### config.mk
export PLATFORM = sky130hd
export DESIGN_NAME = axi_wr_responder
export DESIGN_NICKNAME = d
export VERILOG_FILES = /design/src/rtl/axi_wr_pkg.sv /design/src/rtl/axi_byte_par_chk.sv /design/src/rtl/axi_wr_responder.sv
export SDC_FILE = /design/constraint.sdc
export NUM_CORES = 1
export LEC_CHECK = 0
export ABC_AREA = 1
export CORE_ASPECT_RATIO = 0.5
export CORE_MARGIN = 1
export CORE_UTILIZATION = 60
export CTS_BUF_LIST = sky130_fd_sc_hd__clkbuf_4 sky130_fd_sc_hd__clkbuf_8
export CTS_CLUSTER_SIZE = 28
export DETAILED_ROUTE_END_ITERATION = 7
export DONT_BUFFER_PORTS = 1
export MAX_ROUTING_LAYER = met4
export PLACE_DENSITY = 0.76
export SLEW_MARGIN = 30
export SYNTH_ARGS = -nofsm -noshare
export SYNTH_HDL_FRONTEND = slang
export SYNTH_SLANG_ARGS = --single-unit
### constraint.sdc
create_clock -name clk -period 9.7 [get_ports clk]
set_input_delay 0.97 -clock clk [delete_from_list [all_inputs] [get_ports clk]]
set_output_delay 0.97 -clock clk [all_outputs]
set_load 0.05 [all_outputs]
### src/rtl/axi_wr_pkg.sv
// Shared types and helpers for the AXI3 write responder.
//   resp_e      : AXI B-channel response codes
//   burst_e     : AXI burst types
//   wr_state_e  : write FSM states
//   byte_par_ok : even per-byte parity check over the low nbytes bytes
package axi_wr_pkg;

  typedef enum logic [1:0] {
    RESP_OKAY   = 2'b00,
    RESP_EXOKAY = 2'b01,
    RESP_SLVERR = 2'b10,
    RESP_DECERR = 2'b11
  } resp_e;

  typedef enum logic [1:0] {
    BURST_FIXED = 2'b00,
    BURST_INCR  = 2'b01,
    BURST_WRAP  = 2'b10
  } burst_e;

  typedef enum logic [1:0] {
    WR_IDLE,
    WR_DATA,
    WR_RESP
  } wr_state_e;

  localparam int unsigned PAR_MAX_BYTES = 8;

  // Parity bit i must equal the XOR of byte i; bytes at or above nbytes are ignored.
  function automatic logic byte_par_ok(
    input logic [PAR_MAX_BYTES*8-1:0] data,
    input logic [PAR_MAX_BYTES-1:0]   par,
    input int unsigned                nbytes
  );
    logic ok;
    ok = 1'b1;
    for (int unsigned i = 0; i < PAR_MAX_BYTES; i++) begin
      if (i < nbytes && par[i] != ^data[8*i +: 8]) ok = 1'b0;
    end
    return ok;
  endfunction

endpackage

### src/rtl/axi_byte_par_chk.sv
// Combinational even per-byte parity checker.
//   data : NBYTES*8-bit word
//   par  : one parity bit per byte
//   err  : high when any byte's parity bit disagrees with its XOR
module axi_byte_par_chk
  import axi_wr_pkg::*;
#(
  parameter int unsigned NBYTES = 8
) (
  input  logic [NBYTES*8-1:0] data,
  input  logic [NBYTES-1:0]   par,
  output logic                err
);

  logic [PAR_MAX_BYTES*8-1:0] data_ext;
  logic [PAR_MAX_BYTES-1:0]   par_ext;

  always_comb begin
    data_ext                = '0;
    par_ext                 = '0;
    data_ext[NBYTES*8-1:0]  = data;
    par_ext[NBYTES-1:0]     = par;
    err                     = ~byte_par_ok(data_ext, par_ext, NBYTES);
  end

endmodule

### src/rtl/axi_wr_responder.sv
// AXI3 write-channel responder (slave) acting as target memory model.
// Accepts one burst at a time, checks AW/W parity, ID and framing, writes
// clean beats to a synchronous memory port and returns B with captured ID.
//   clk, rstb                    : clock, asynchronous active-high reset
//   aw*                          : write address channel
//   w*                           : write data channel
//   bid, bresp, bvalid, bready   : write response channel
//   mem_we/addr/wdata/wstrb      : registered memory write port
//   err_cnt                      : saturating count of SLVERR handshakes
module axi_wr_responder
  import axi_wr_pkg::*;
#(
  parameter int unsigned MEM_AW = 16,
  parameter int unsigned ID_W   = 9
) (
  input  logic              clk,
  input  logic              rstb,
  input  logic [31:0]       awaddr,
  input  logic [3:0]        awaddr_parity,
  input  logic [1:0]        awburst,
  input  logic [ID_W-1:0]   awid,
  input  logic [3:0]        awlen,
  input  logic [2:0]        awsize,
  input  logic              awvalid,
  output logic              awready,
  input  logic [63:0]       wdata,
  input  logic [7:0]        wdata_ecc,
  input  logic [ID_W-1:0]   wid,
  input  logic              wlast,
  input  logic [7:0]        wstrb,
  input  logic              wvalid,
  output logic              wready,
  output logic [ID_W-1:0]   bid,
  output logic [1:0]        bresp,
  output logic              bvalid,
  input  logic              bready,
  output logic              mem_we,
  output logic [MEM_AW-1:0] mem_addr,
  output logic [63:0]       mem_wdata,
  output logic [7:0]        mem_wstrb,
  output logic [15:0]       err_cnt
);

  wr_state_e         state;
  logic [31:0]       addr_q;
  logic [ID_W-1:0]   id_q;
  logic [3:0]        len_q;
  logic [2:0]        size_q;
  logic [1:0]        burst_q;
  logic [3:0]        beat_q;
  logic              err_q;

  logic aw_par_err;
  logic w_par_err;
  logic aw_bad;
  logic final_beat;
  logic beat_err;
  logic beat_done;

  axi_byte_par_chk #(.NBYTES(4)) u_aw_par (
    .data (awaddr),
    .par  (awaddr_parity),
    .err  (aw_par_err)
  );

  axi_byte_par_chk #(.NBYTES(8)) u_w_par (
    .data (wdata),
    .par  (wdata_ecc),
    .err  (w_par_err)
  );

  always_comb begin
    // awburst[1] covers both WRAP and the reserved encoding
    aw_bad     = aw_par_err | awburst[1] | (awsize > 3'd3);
    final_beat = (beat_q == len_q);
    beat_err   = w_par_err | (wid != id_q) | (wlast != final_beat);
    // Burst ends on an early wlast or when the expected count is reached
    beat_done  = wlast | final_beat;
  end

  always_ff @(posedge clk or posedge rstb) begin
    if (rstb) begin
      state     <= WR_IDLE;
      addr_q    <= '0;
      id_q      <= '0;
      len_q     <= '0;
      size_q    <= '0;
      burst_q   <= '0;
      beat_q    <= '0;
      err_q     <= 1'b0;
      awready   <= 1'b1;
      wready    <= 1'b0;
      bvalid    <= 1'b0;
      bresp     <= '0;
      bid       <= '0;
      mem_we    <= 1'b0;
      mem_addr  <= '0;
      mem_wdata <= '0;
      mem_wstrb <= '0;
      err_cnt   <= '0;
    end else begin
      mem_we <= 1'b0;
      case (state)
        WR_IDLE: begin
          if (awvalid && awready) begin
            addr_q  <= awaddr;
            id_q    <= awid;
            len_q   <= awlen;
            size_q  <= awsize;
            burst_q <= awburst;
            beat_q  <= '0;
            err_q   <= aw_bad;
            awready <= 1'b0;
            wready  <= 1'b1;
            state   <= WR_DATA;
          end
        end
        WR_DATA: begin
          if (wvalid && wready) begin
            if (!err_q && !beat_err) begin
              mem_we    <= 1'b1;
              mem_addr  <= addr_q[MEM_AW+2:3];
              mem_wdata <= wdata;
              mem_wstrb <= wstrb;
            end
            err_q  <= err_q | beat_err;
            beat_q <= beat_q + 4'd1;
            if (burst_q != BURST_FIXED) addr_q <= addr_q + (32'd1 << size_q);
            if (beat_done) begin
              wready <= 1'b0;
              bvalid <= 1'b1;
              bid    <= id_q;
              bresp  <= (err_q | beat_err) ? RESP_SLVERR : RESP_OKAY;
              state  <= WR_RESP;
            end
          end
        end
        WR_RESP: begin
          if (bvalid && bready) begin
            bvalid  <= 1'b0;
            awready <= 1'b1;
            state   <= WR_IDLE;
            if (bresp == RESP_SLVERR && err_cnt != 16'hFFFF) err_cnt <= err_cnt + 16'd1;
          end
        end
        default: state <= WR_IDLE;
      endcase
    end
  end

endmodule

# == Word-level counts from Yosys, hierarchy flattened ==
# Cells that the tools add are included.
# totals
in_bits,149
out_inout_bits,119
ff_bits,176
word_cells,131
# op_classes
muxes,42
shift,1
reduce_logical,34
eq_ne,24
n_bitwise,8
add_sub_neg,3
n_lt_le_gt_ge,1
# op_table
operator,n
two-way mux 32 bit,3
parity 8 bit,12
case mux 32 bit (2 select lines),1
adder 32 bit,1
left shift 1 x 3 -> 32 bit (first input constant),1
two-way mux 1 bit,25
adder 16 x 1 -> 16 bit (second input constant),1
inequality test 16 bit (second input constant),1
AND reduction 4 bit,4
AND reduction 3 bit,5
inequality test 1 bit,13
two-way mux 2 bit,5
inequality test 2 bit (second input constant),5
inequality test 9 bit,1
two-way mux 4 bit,2
case mux 1 bit (2 select lines),4
case mux 4 bit (2 select lines),1
nonzero test 2 bit,4
OR 1 bit,6
case mux 2 bit (3 select lines),1
logical AND 1 bit,5
adder 4 x 1 -> 4 bit (second input constant),1
equality test 2 bit (second input constant),2
equality test 4 bit,1
6 further kinds,8

# == Longest topological paths before layout ==
# Gate-level depths: netlist (run 1).
# logic_depth
depth_word,18
mapped_depth,18
mapped_depth_nobuf,16

# == Hierarchy ==
# From an unflattened synthesis (run 1), not the netlist that was laid out.
# unflattened
hier_cells,1326
area_unflattened_um2,9447.8
# modules_own_cells
module,instances,seq_area_each_um2,area_each_um2,cells_per_inst
axi_wr_responder,1,4055.1,7931.4,1006
axi_byte_par_chk at u_w_par,1,0.0,980.9,204
axi_byte_par_chk at u_aw_par,1,0.0,535.5,116

# == Worst setup path after synthesis (run 1) ==
# OpenSTA, ideal clock, no wires.
# synth_path
path_type,input port to flip-flop
startpoint,in wlast
endpoint,reg mem_wdata[13]
required_time_ns,9.581
t_arrival_ns,2.449
path_stages,12
setup_ns,0.119
path_slack_ns,7.131
path_buffers,2
cell_sequence,inv_1 > ha_1 > nor2_1 > nand4_1 > nor2_1 > nand3_1 > nor2_4 > nand3_2 > buf_2 > buf_4 > nand2_1 > nand2_1
# synth_between
elab_chain_len,5
# synth_lines
item,line_no,source
from (decl),axi_wr_responder.sv:29,"input logic wlast,"
inequality test 1 bit,axi_wr_responder.sv:76,beat_err = w_par_err | (wid != id_q) | (wlast != final_beat);
OR 1 bit,axi_wr_responder.sv:76,
logical NOT 1 bit,axi_wr_responder.sv:120,if (!err_q && !beat_err) begin
logical AND 1 bit,axi_wr_responder.sv:120,
AND reduction 3 bit (no source line),--,
to (signal assigned),axi_wr_responder.sv:123,mem_wdata <= wdata;
to (decl),axi_wr_responder.sv:39,"output logic [63:0] mem_wdata,"
# No other way between the ends.
# A chain may end at the register's enable or synchronous reset.

# == Final worst setup path (run 1) ==
# layout_path
startpoint,reg beat_q[0]
endpoint,reg mem_addr[14]
# layout_between
elab_chain_len,6
# layout_lines
item,line_no,source
from (decl),axi_wr_responder.sv:50,logic [3:0] beat_q;
from (signal assigned),axi_wr_responder.sv:127,beat_q <= beat_q + 4'd1;
equality test 4 bit,axi_wr_responder.sv:75,final_beat = (beat_q == len_q);
inequality test 1 bit,axi_wr_responder.sv:76,
OR 1 bit,axi_wr_responder.sv:76,
logical NOT 1 bit,axi_wr_responder.sv:120,
logical AND 1 bit,axi_wr_responder.sv:120,
AND reduction 3 bit (no source line),--,
to (signal assigned),axi_wr_responder.sv:122,mem_addr <= addr_q[MEM_AW+2:3];
to (decl),axi_wr_responder.sv:38,"output logic [MEM_AW-1:0] mem_addr,"
# No other way between the ends.

==> flow_summary_export.csv, run 1 <==
group,metric,value,unit
outcome,status,"finished, violations left",
outcome,violations,"DRC",
logic_synthesis,synth_top_cell_area_share,42.5,%
floorplanning,initial_core_util,61.5,%
critical_path,crit_arrival,3960,ps
pwr,switchingPower,0.367,mW
run,maxCapViolations,0,
logic_synthesis,yosysSeqAreaShare,42.8,%
logic_synthesis,synthXorXnorAreaFrac,7.76,%
clock_tree,holdBufCountCts,0,
routing,dr.pass1.iters,8,
critical_path,timing.rr.end,"mem_addr[14]$_DFFE_PP0P_",
place,place.gp.congestion,0.887,
pwr,pwr-share-comb,10.4,%
pwr,power.share.clock,37.7,%
routing,drc,16,
logic_synthesis,yosysMostFrequentCell,"nand2_1",
logic_synthesis,synth_seq_cells,162,
pwr,powerDensity,130,nW/µm²
global_routing,antenna_found_initial,0,
cells_and_area,drive_above_1_share,4.05,%
logic_synthesis,yosys-top-cells-area,"dfrtp_1 (42%), nand2_1 (22%), nand4_1 (6.5%)",
timing,period_share,37.3,%
critical_path,path_cells,"xnor2_1, nand4_1, ha_1, nor2_1, nand4_1, nor2_1, nand3_1, nor2_4, buf_4, nand3_4, buf_12, nand2_1, nand2_1",
global_routing,grt_start_max_net_pins,104,
timing,slew_headroom,34.7,%
logic_synthesis,yosysTopAreaCell,"dfrtp_1",
clock_tree,cts_tree,"yes",
critical_path,critPathMaxStageDelay,740,ps
place,place_ws,5520,ps
logic_synthesis,synth_mux_area_share,0,%
critical_path,crit_path_top_delay_cell,"buf_4",
critical_path,r2r_slack,6080,ps
logic_synthesis,avgSynthCellArea,7.18,µm²
pwr,ir_drop,0.0917,mV
logic_synthesis,synthDistinctLibCells,34,
global_routing,grt_use_total,30.3,%
timing,worst_pin_slew,980,ps
clock_tree,cts_made_buffers,17,
critical_path,r2r_start,"beat_q[0]$_DFFE_PP0P_",
global_routing,grt_pass1_wl,38.6,mm
critical_path,reg2reg_depth,13,
clock_tree,cts_sinks,162,
timing,setup_ws,6080,ps
clock_tree,post_cts_buffers,0,
floorplanning,num_rows,32,
pwr,sw_frac_of_total,28.2,%
logic_synthesis,syn-cell-area,9480,µm²
cells_and_area,final_core_util,64.8,%
timing,finalHoldViolCount,0,
worst_hold_path,hold_class,"primary input to async pin",
place,port_buffers,0,
timing,fmax,0.277,GHz
critical_path,cp-end-kind,"flop",
logic_synthesis,synth_warnings,0,
routing,drt_iter0_drc,561,
clock_tree,clk_latency,450,ps
routing,wire_per_inst,15.4,µm
floorplanning,pin_count,268,
logic_synthesis,synth_enable_flop_cells,0,
cells_and_area,syn_to_final_growth,5.32,%
logic_synthesis,yosys.area_share.simple,36.1,%
timing,tns,0,ps
clock_tree,htreeDepth,4,
logic_synthesis,synthArstFlopShare,100,%
floorplanning,die-area,16300,µm²
timing,fin_skew,16.5,ps
floorplanning,die_h,90.9,µm
timing,finalSetupViolCount,0,
global_routing,gr-total-overflow,0,
logic_synthesis,syn-instance-count,1320,
cells_and_area,antennaDiodeCount,0,
critical_path,worstPathMaxFanout,90,
clock_tree,cts-resized-gates,0,
timing,min_period,3620,ps
clock_tree,clockBufferDepth,2,
critical_path,startpoint_type,"flop",
critical_path,path_class,"flop to flop",
timing,final_max_slew_viol_count,0,
floorplanning,die-width,180,µm
logic_synthesis,synth_compound_area_share,5.00,%
logic_synthesis,synth_common_cells,"nand2_1 (561), dfrtp_1 (161), inv_1 (105), nand4_1 (99), nor2_1 (77)",
global_routing,grt_pass1_vias,7966,
critical_path,worst_ep_required_time,10040,ps
timing,rsz0062_at_grt,"no",
routing,wl,23.3,mm
pwr,p_seq_share,51.9,%
logic_synthesis,synth_top_family_by_area,"simple AND/OR/NAND/NOR gates",
routing,viasPerCell,5.59,
pwr,p_leak,5.48,nW
place,dpl.hpwl,16.5,mm
logic_synthesis,synth-main-ff-cell,"dfrtp_1",
cells_and_area,fillers,1313,
logic_synthesis,syn_nets,1481,
routing,ant_nets,0,
clock_tree,cts.clk_slew.worst_paths,100,ps
logic_synthesis,synth_adder_area_share,1.66,%
clock_tree,root_buffer,"clkbuf_8",
routing,dr_total_vias,8447,
pwr,power.internal,0.933,mW
floorplanning,fp.coreArea,15400,µm²
cells_and_area,fin_nets,1456,
-- state kept, by name, indices dropped and copies added (netlist names), 2 cells and up --
signal and count:
size_q 3, addr_q 19, beat_q 4, mem_wdata 64
len_q 4, burst_q 2, bid 9, mem_wstrb 8
id_q 9, err_cnt 16, state 2, mem_addr 16
-- per-stage QoR --
step                      cell area (µm²)  std cells  total power, mW  hold slack (ps)
after floorplan                      9480       1320            0.801              450
after global placement               9580       1479            0.819              469
after detailed placement             9580       1479            0.824              483
after CTS                            9960       1511             1.31              505
after global routing                 9980       1512             1.36              533
final                                9980       1512             1.30              479
-- critical path: cells and delay by family (launching register included) --
kind	cells	cell delay, ps
buffers and inverters	2	1100
adder cells (fa/ha/maj)	1	310
XOR/XNOR	1	180
flip-flops	1	450
AND/OR/NAND/NOR	9	1390
-- logic make-up (layout without fill, tap and decap cells) --
group                    count (synthesis)  in the layout
AND/OR/NAND/NOR                        810            810
buffers and inverters                  164            152
flip-flops                             162            162
AO/OA/AOI/OAI                           87             87
XOR/XNOR                                84             84
adder cells (fa/ha/maj)                 12             12
other                                    1              1
-- layer usage --
layer  GRT usage, %  vias up  share of wire (%)
li1               -     4171                  -
met1           38.2     3914                 43
met4           10.1        0                2.2
met3           8.99       43                9.3
met5              -        -                  0
met2           46.6      319                 46
-- cells in the final DEF, fill, tap and decap left out, types with 3 or more instances in the layout --
| master | instances |
|---|---|
| nand2_1 | 561 |
| dfrtp_1 | 161 |
| inv_1 | 104 |
| nand4_1 | 99 |
| nor2_1 | 77 |
| o21ai_0 | 55 |
| xnor2_1 | 46 |
| nand3_1 | 40 |
| xor2_1 | 38 |
| nor3_1 | 20 |
| a21oi_1 | 18 |
| clkbuf_8 | 17 |
| ha_1 | 11 |
| inv_2 | 6 |
| nand3b_1 | 5 |
| buf_4 | 5 |
| inv_8 | 4 |
| clkinvlp_4 | 4 |
| inv_6 | 4 |
| nor2_4 | 3 |
| clkinv_1 | 3 |
| a31oi_1 | 3 |
-- power groups by stage --
stage	combinational (mW)	clock (mW)	sequential [mW]
floorplan	0.112	0	0.688
global placement	0.131	0	0.688
detailed placement	0.136	0	0.688
CTS	0.137	0.501	0.675
global route	0.158	0.527	0.675
finish	0.136	0.490	0.675
-- worst max-delay path by stage --
stage | startpoint | end | slack, ps | cells after the start
after floorplan | rstb | addr_q[0]$_DFFE_PP0P_ | 4360 | 1
after global placement | wlast | mem_addr[4]$_DFFE_PP0P_ | 5670 | 11
after detailed placement | wlast | mem_wdata[33]$_DFFE_PP0P_ | 5520 | 11
after CTS | beat_q[0]$_DFFE_PP0P_ | mem_wdata[33]$_DFFE_PP0P_ | 5760 | 12
after global routing | beat_q[0]$_DFFE_PP0P_ | mem_wdata[61]$_DFFE_PP0P_ | 5800 | 13
final | beat_q[0]$_DFFE_PP0P_ | mem_addr[14]$_DFFE_PP0P_ | 6080 | 13
-- cell type report --
type	count	area, µm²	share of cell area [%]
Inverter	114	435	4.36
Tap cell	204	255	2.56
Clock inverter	15	148	1.48
Multi-Input combinational cell	994	4800	48.1
Timing Repair Buffer	6	57.6	0.576
Sequential cell	162	4060	40.6
Clock buffer	17	234	2.34
Power figures use the tool's default switching activity.
==> run 2: changes to the inputs <==
PLACE_DENSITY = 0.79   (was 0.76)
clock period = 2.95 ns   (was 9.7 ns; I/O delays follow)
==> flow_summary_export.csv, run 2 (synthesis gave the netlist of run 1 again) <==
group,metric,value,unit
outcome,status,"finished, violations left",
outcome,violations,"DRC",
routing,dr.pass1.iters,8,
cells_and_area,largest-register,"mem_wdata",
critical_path,path_cells,"xnor2_1, nand4_1, ha_1, nor2_1, nand4_1, nor2_1, nand3_1, nor2_4, buf_12, nand4_1, nand2_1",
place,dp.cells,1493,
timing,fmax,0.388,GHz
routing,ant_nets,0,
clock_tree,clockBufferDepth,2,
clock_tree,holdBufCountCts,96,
critical_path,worst_ep_required_time,3350,ps
floorplanning,initial_core_util,61.5,%
cells_and_area,fin_cells,1621,
timing,worst_pin_slew,618,ps
global_routing,gr-total-overflow,0,
timing,final_max_slew_viol_count,0,
timing,slew_headroom,58.8,%
cells_and_area,antennaDiodeCount,0,
critical_path,startpoint_type,"flop",
timing,finalSetupViolCount,0,
clock_tree,clk_latency,460,ps
routing,drc,16,
global_routing,antenna_found_initial,0,
timing,period_share,87.3,%
cells_and_area,fillers,1226,
critical_path,cp-end-kind,"flop",
critical_path,cpMostUsedCell,"nand4_1",
pwr,powerDensity,406,nW/µm²
pwr,p_leak,5.97,nW
place,port_buffers,0,
run,maxCapViolations,0,
cells_and_area,final_common_cell,"nand2_1",
critical_path,worstPathMaxFanout,89,
critical_path,path_class,"flop to flop",
clock_tree,cts_made_buffers,17,
floorplanning,die_h,90.9,µm
pwr,fin_total_pwr,4.51,mW
timing,finalHoldViolCount,0,
critical_path,crit_arrival,2980,ps
place,dpl.hpwl,17.4,mm
pwr,ir_drop,0.263,mV
floorplanning,die-area,16300,µm²
timing,rsz0062_at_grt,"no",
global_routing,grt_use_total,33.8,%
floorplanning,num_rows,32,
floorplanning,die-width,180,µm
routing,wl,26.1,mm
global_routing,grt_pass1_vias,8653,
clock_tree,root_buffer,"clkbuf_8",
floorplanning,pin_count,268,
clock_tree,cts_sinks,162,
cells_and_area,syn_to_final_growth,17.1,%
cells_and_area,largest_register_ff_count,64,
global_routing,grt_start_max_net_pins,90,
routing,viasPerCell,5.64,
cells_and_area,fin_nets,1565,
timing,tns,0,ps
worst_hold_path,hold_class,"primary input to flop",
routing,drt_iter0_drc,760,
clock_tree,cts.clk_slew.worst_paths,110,ps
clock_tree,post_cts_buffers,0,
global_routing,grt_pass1_wl,42.7,mm
place,place.gp.congestion,0.884,
timing,min_period,2580,ps
floorplanning,fp.coreArea,15400,µm²
routing,dr_total_vias,9144,
timing,fin_skew,16.8,ps
routing,wire_per_inst,16.1,µm
clock_tree,htreeDepth,4,
critical_path,critPathMaxStageDelay,450,ps
critical_path,crit_path_top_delay_cell,"dfrtp_1",
cells_and_area,final_cell_mix,"nand2_1 (561), dfrtp_1 (161), inv_1 (104)",
cells_and_area,drive_above_1_share,4.66,%
clock_tree,cts_tree,"yes",
clock_tree,cts-resized-gates,0,
cells_and_area,largestRegisters,"mem_wdata: 64 flops, addr_q: 19 flops",
==> run 2: cell count changes in the layout (fill, tap and decap cells not counted), sizes merged <==
cell / before / now
buf: 6 / 19
bufinv: 1 / 2
dlygate4sd3: 0 / 96
inv: 118 / 116
clkinv: 6 / 7
==> run 2: stage by stage <==
| step | hold slack (ps) | util (%) | instance area, µm² | worst slack, ps |
|---|---|---|---|---|
| 2_1_floorplan | 405 | - | 9480 | 599 |
| 3_3_place_gp | 205 | 63.1 | 9730 | 598 |
| 3_5_place_dp | 198 | 63.1 | 9730 | 508 |
| 4_1_cts | 13.9 | 72.0 | 11100 | 470 |
| 5_1_grt | 21.1 | 72.0 | 11100 | 56.4 |
| 6_report | 52.7 | 72.0 | 11100 | 373 |
==> run 2: cell type report <==
cell class              instances  area, µm²  area share (%)
flip-flops and latches        162       4060            36.5
clock inverters                15        171            1.54
clock buffers                  17        234            2.11
multi-input cells             994       4800            43.2
well taps                     204        255            2.30
repair buffers                115       1150            10.4
inverters                     114        432            3.89
==> run 2: report_power, final <==
| part | total (mW) | internal, mW | switching (mW) |
|---|---|---|---|
| clock network | 1.72 | 0.776 | 0.942 |
| registers | 2.22 | 2.22 | 0 |
| logic | 0.574 | 0.249 | 0.324 |
| total | 4.51 | 3.24 | 1.27 |
==> run 2: final timing paths <==
| path | from | end | slack [ps] | cells after the start |
|---|---|---|---|---|
| worst max-delay path | beat_q[0]$_DFFE_PP0P_ | mem_wstrb[4]$_DFFE_PP0P_ | 370 | 11 |
| worst min-delay path | awaddr[5] | addr_q[5]$_DFFE_PP0P_ | 50 | 2 |
| worst max register to register | beat_q[0]$_DFFE_PP0P_ | mem_wstrb[4]$_DFFE_PP0P_ | 370 | 11 |
| worst min register to register | len_q[2]$_DFFE_PP0P_ | len_q[2]$_DFFE_PP0P_ | 510 | 2 |
| max in group asynchronous | rstb | id_q[0]$_DFFE_PP0P_ | 1780 | 3 |
| min in group asynchronous | rstb | mem_wstrb[6]$_DFFE_PP0P_ | 310 | 2 |
==> run 2: critical path, delay by kind of cell (launching register included) <==
family / cells / cell delay, ps
buffers and inverters: 1 / 340
XOR/XNOR: 1 / 170
adder cells (fa/ha/maj): 1 / 290
AND/OR/NAND/NOR: 8 / 1200
flip-flops: 1 / 450
==> run 2: layer usage <==
metal | wire length (µm) | global-route usage [%]
met4 | 849 | 12.5
met5 | 0 | -
met3 | 2320 | 7.90
met1 | 10700 | 42.2
met2 | 12300 | 53.8
==> run 3: changes to the inputs <==
ABC_AREA = default   (was 1)
SYNTH_HIERARCHICAL = 1   (was default)
==> flow_summary_export.csv, run 3 <==
group,metric,value,unit
routing,viasPerCell,5.98,
clock_tree,htreeDepth,4,
routing,drt_iter0_drc,397,
floorplanning,die-width,171,µm
logic_synthesis,syn-instance-count,717,
cells_and_area,final_core_util,74.8,%
timing,fmax,0.336,GHz
logic_synthesis,syn-cell-area,8620,µm²
logic_synthesis,synth-main-ff-cell,"dfrtp_1",
run,maxCapViolations,0,
logic_synthesis,yosys-top-cells-area,"dfrtp_1 (47%), mux2_4 (15%), xnor2_1 (6.9%)",
cells_and_area,drive_above_1_share,18.8,%
floorplanning,die_h,86.7,µm
logic_synthesis,synthArstFlopShare,100,%
clock_tree,cts.clk_slew.worst_paths,90,ps
critical_path,worst_ep_required_time,3280,ps
outcome,violations,"setup timing",
logic_synthesis,synth_common_cells,"dfrtp_1 (161), nand2_1 (90), mux2_4 (87), xnor2_1 (68), xor2_1 (35)",
clock_tree,cts_tree,"yes",
critical_path,path_cells,"xnor2_1, xnor3_1, xnor2_1, nor4_2, buf_4, nand4_1, or3_1, nor4_1, nand3_1, or2_4, buf_12, mux2_4",
logic_synthesis,synth_top_cell_area_share,46.8,%
logic_synthesis,synth_warnings,6,
timing,finalSetupViolCount,48,
clock_tree,clk_latency,460,ps
pwr,fin_total_pwr,4.46,mW
timing,setup_ws,-29.9,ps
timing,final_max_slew_viol_count,0,
timing,min_period,2980,ps
critical_path,cp-end-kind,"flop",
worst_hold_path,holdPathStages,2,
routing,drc,0,
routing,wl,22.5,mm
critical_path,crit_arrival,3310,ps
routing,dr.pass1.iters,5,
clock_tree,root_buffer,"clkbuf_8",
logic_synthesis,yosysTopAreaCell,"dfrtp_1",
timing,whs,18.0,ps
routing,dr_total_vias,6145,
timing,finalHoldViolCount,0,
critical_path,worstPathMaxFanout,34,
timing,worst_pin_slew,785,ps
clock_tree,post_cts_buffers,0,
cells_and_area,largestRegisters,"mem_wdata: 64 flops, addr_q: 19 flops",
place,place_ws,-355,ps
cells_and_area,fin_nets,985,
floorplanning,initial_core_util,62.6,%
logic_synthesis,yosysMostFrequentCell,"dfrtp_1",
routing,ant_nets,0,
clock_tree,cts_sinks,162,
critical_path,reg2reg_depth,9,
critical_path,cpMostUsedCell,"xnor2_1",
floorplanning,num_rows,30,
cells_and_area,fillers,888,
floorplanning,die-area,14900,µm²
critical_path,critPathMaxStageDelay,450,ps
logic_synthesis,yosysSeqAreaShare,47.1,%
global_routing,grt_pass1_wl,33.9,mm
clock_tree,cts_made_buffers,17,
critical_path,startpoint_type,"primary input",
critical_path,path_class,"primary input to flop",
pwr,ir_drop,0.289,mV
critical_path,crit_path_top_delay_cell,"xnor3_1",
timing,slew_headroom,47.2,%
global_routing,grt_start_max_net_pins,104,
pwr,p_leak,5.24,nW
global_routing,grt_pass1_vias,6215,
logic_synthesis,synthDistinctLibCells,71,
clock_tree,clockBufferDepth,2,
global_routing,grt_use_total,31.4,%
place,dpl.hpwl,14.5,mm
cells_and_area,largest_register_ff_count,64,
outcome,status,"finished, violations left",
cells_and_area,final_cell_mix,"dfrtp_1 (161), dlygate4sd3_1 (97), nand2_1 (90)",
routing,wire_per_inst,21.9,µm
global_routing,gr-total-overflow,0,
logic_synthesis,syn_nets,878,
floorplanning,pin_count,268,
logic_synthesis,synth_enable_flop_cells,0,
place,place.gp.congestion,0.874,
logic_synthesis,avgSynthCellArea,12.0,µm²
global_routing,antenna_found_initial,0,
pwr,powerDensity,433,nW/µm²
place,port_buffers,0,
floorplanning,fp.coreArea,13800,µm²
timing,period_share,101,%
worst_hold_path,hold_class,"primary input to flop",
cells_and_area,final_common_cell,"dfrtp_1",
cells_and_area,antennaDiodeCount,0,
timing,fin_skew,18.6,ps
logic_synthesis,synth_seq_cells,162,
cells_and_area,syn_to_final_growth,19.6,%
cells_and_area,largest-register,"mem_wdata",
timing,rsz0062_at_grt,"yes",
## run 3: cell count changes after synthesis, sizes merged, moves of 43 or more
| cell | change |
|---|---|
| o21ai | -43 |
| nand4 | -91 |
| nand2 | -471 |
| inv | -99 |
| nor2 | -47 |
| mux2 | +99 |
## run 3: cells by family (layout without fill, tap and decap cells)
group	Yosys count	count (layout)	synth area share, %
compound gates	82	82	6.67
xor+xnor	115	115	13.6
fa+ha+maj	12	12	1.83
buf+inv	45	164	2.98
flops	162	162	47.1
mux	100	100	16.8
other cells	1	1	0.0435
simple gates	200	200	11.0
## run 3: what timing repair did
action,in CTS,in global routing
hold endpoints to repair,257,0
resized for setup,0,5
hold buffers,97,0
setup endpoints to repair,0,92
## run 3: layout make-up
type	instances	area, µm²	share of cell area (%)
Clock buffer	17	234	2.27
Clock inverter	14	178	1.72
Inverter	12	48.8	0.474
Multi-Input combinational cell	510	4340	42.1
Sequential cell	162	4060	39.4
Tap cell	192	240	2.33
Timing Repair Buffer	121	1200	11.7
## run 3: final timing paths
path	startpoint	endpoint	slack, ps
max in group asynchronous	rstb	mem_addr[10]$_DFFE_PP0P_	2000
max reg2reg	size_q[0]$_DFFE_PP0P_	addr_q[12]$_DFFE_PP0P_	130
min in group asynchronous	rstb	mem_wdata[36]$_DFFE_PP0P_	450
min	bready	bvalid$_DFFE_PP0P_	20
min reg2reg	len_q[3]$_DFFE_PP0P_	len_q[3]$_DFFE_PP0P_	510
max	wdata[18]	mem_wdata[27]$_DFFE_PP0P_	-30
## run 3: critical path: cells and delay by family
kind / cells / cell delay (ps)
xor+xnor: 3 / 840
simple gates: 6 / 1470
buf+inv: 2 / 380
mux: 1 / 330
## run 3: per-layer routing
metal	global-route usage, %	vias to the layer above	routed length (µm)
li1	-	2708	-
met1	34.1	3095	8420
met2	54.6	276	11500
met3	9.95	66	1980
met4	11.1	0	665
met5	-	-	0
## run 3: where the power goes
group / total, mW / internal [mW] / switching [mW]
clock network: 1.74 / 0.847 / 0.890
logic: 0.503 / 0.288 / 0.215
registers: 2.22 / 2.22 / 0
## run 3: through the flow
stage / setup TNS (ps) / instance area, µm² / std cells
floorplan: 0 / 8620 / 717
global placement: -30530 / 8880 / 900
detailed placement: -29650 / 8890 / 900
CTS: 0 / 10300 / 1028
global route: -1760 / 10300 / 1028
finish: -654 / 10300 / 1028
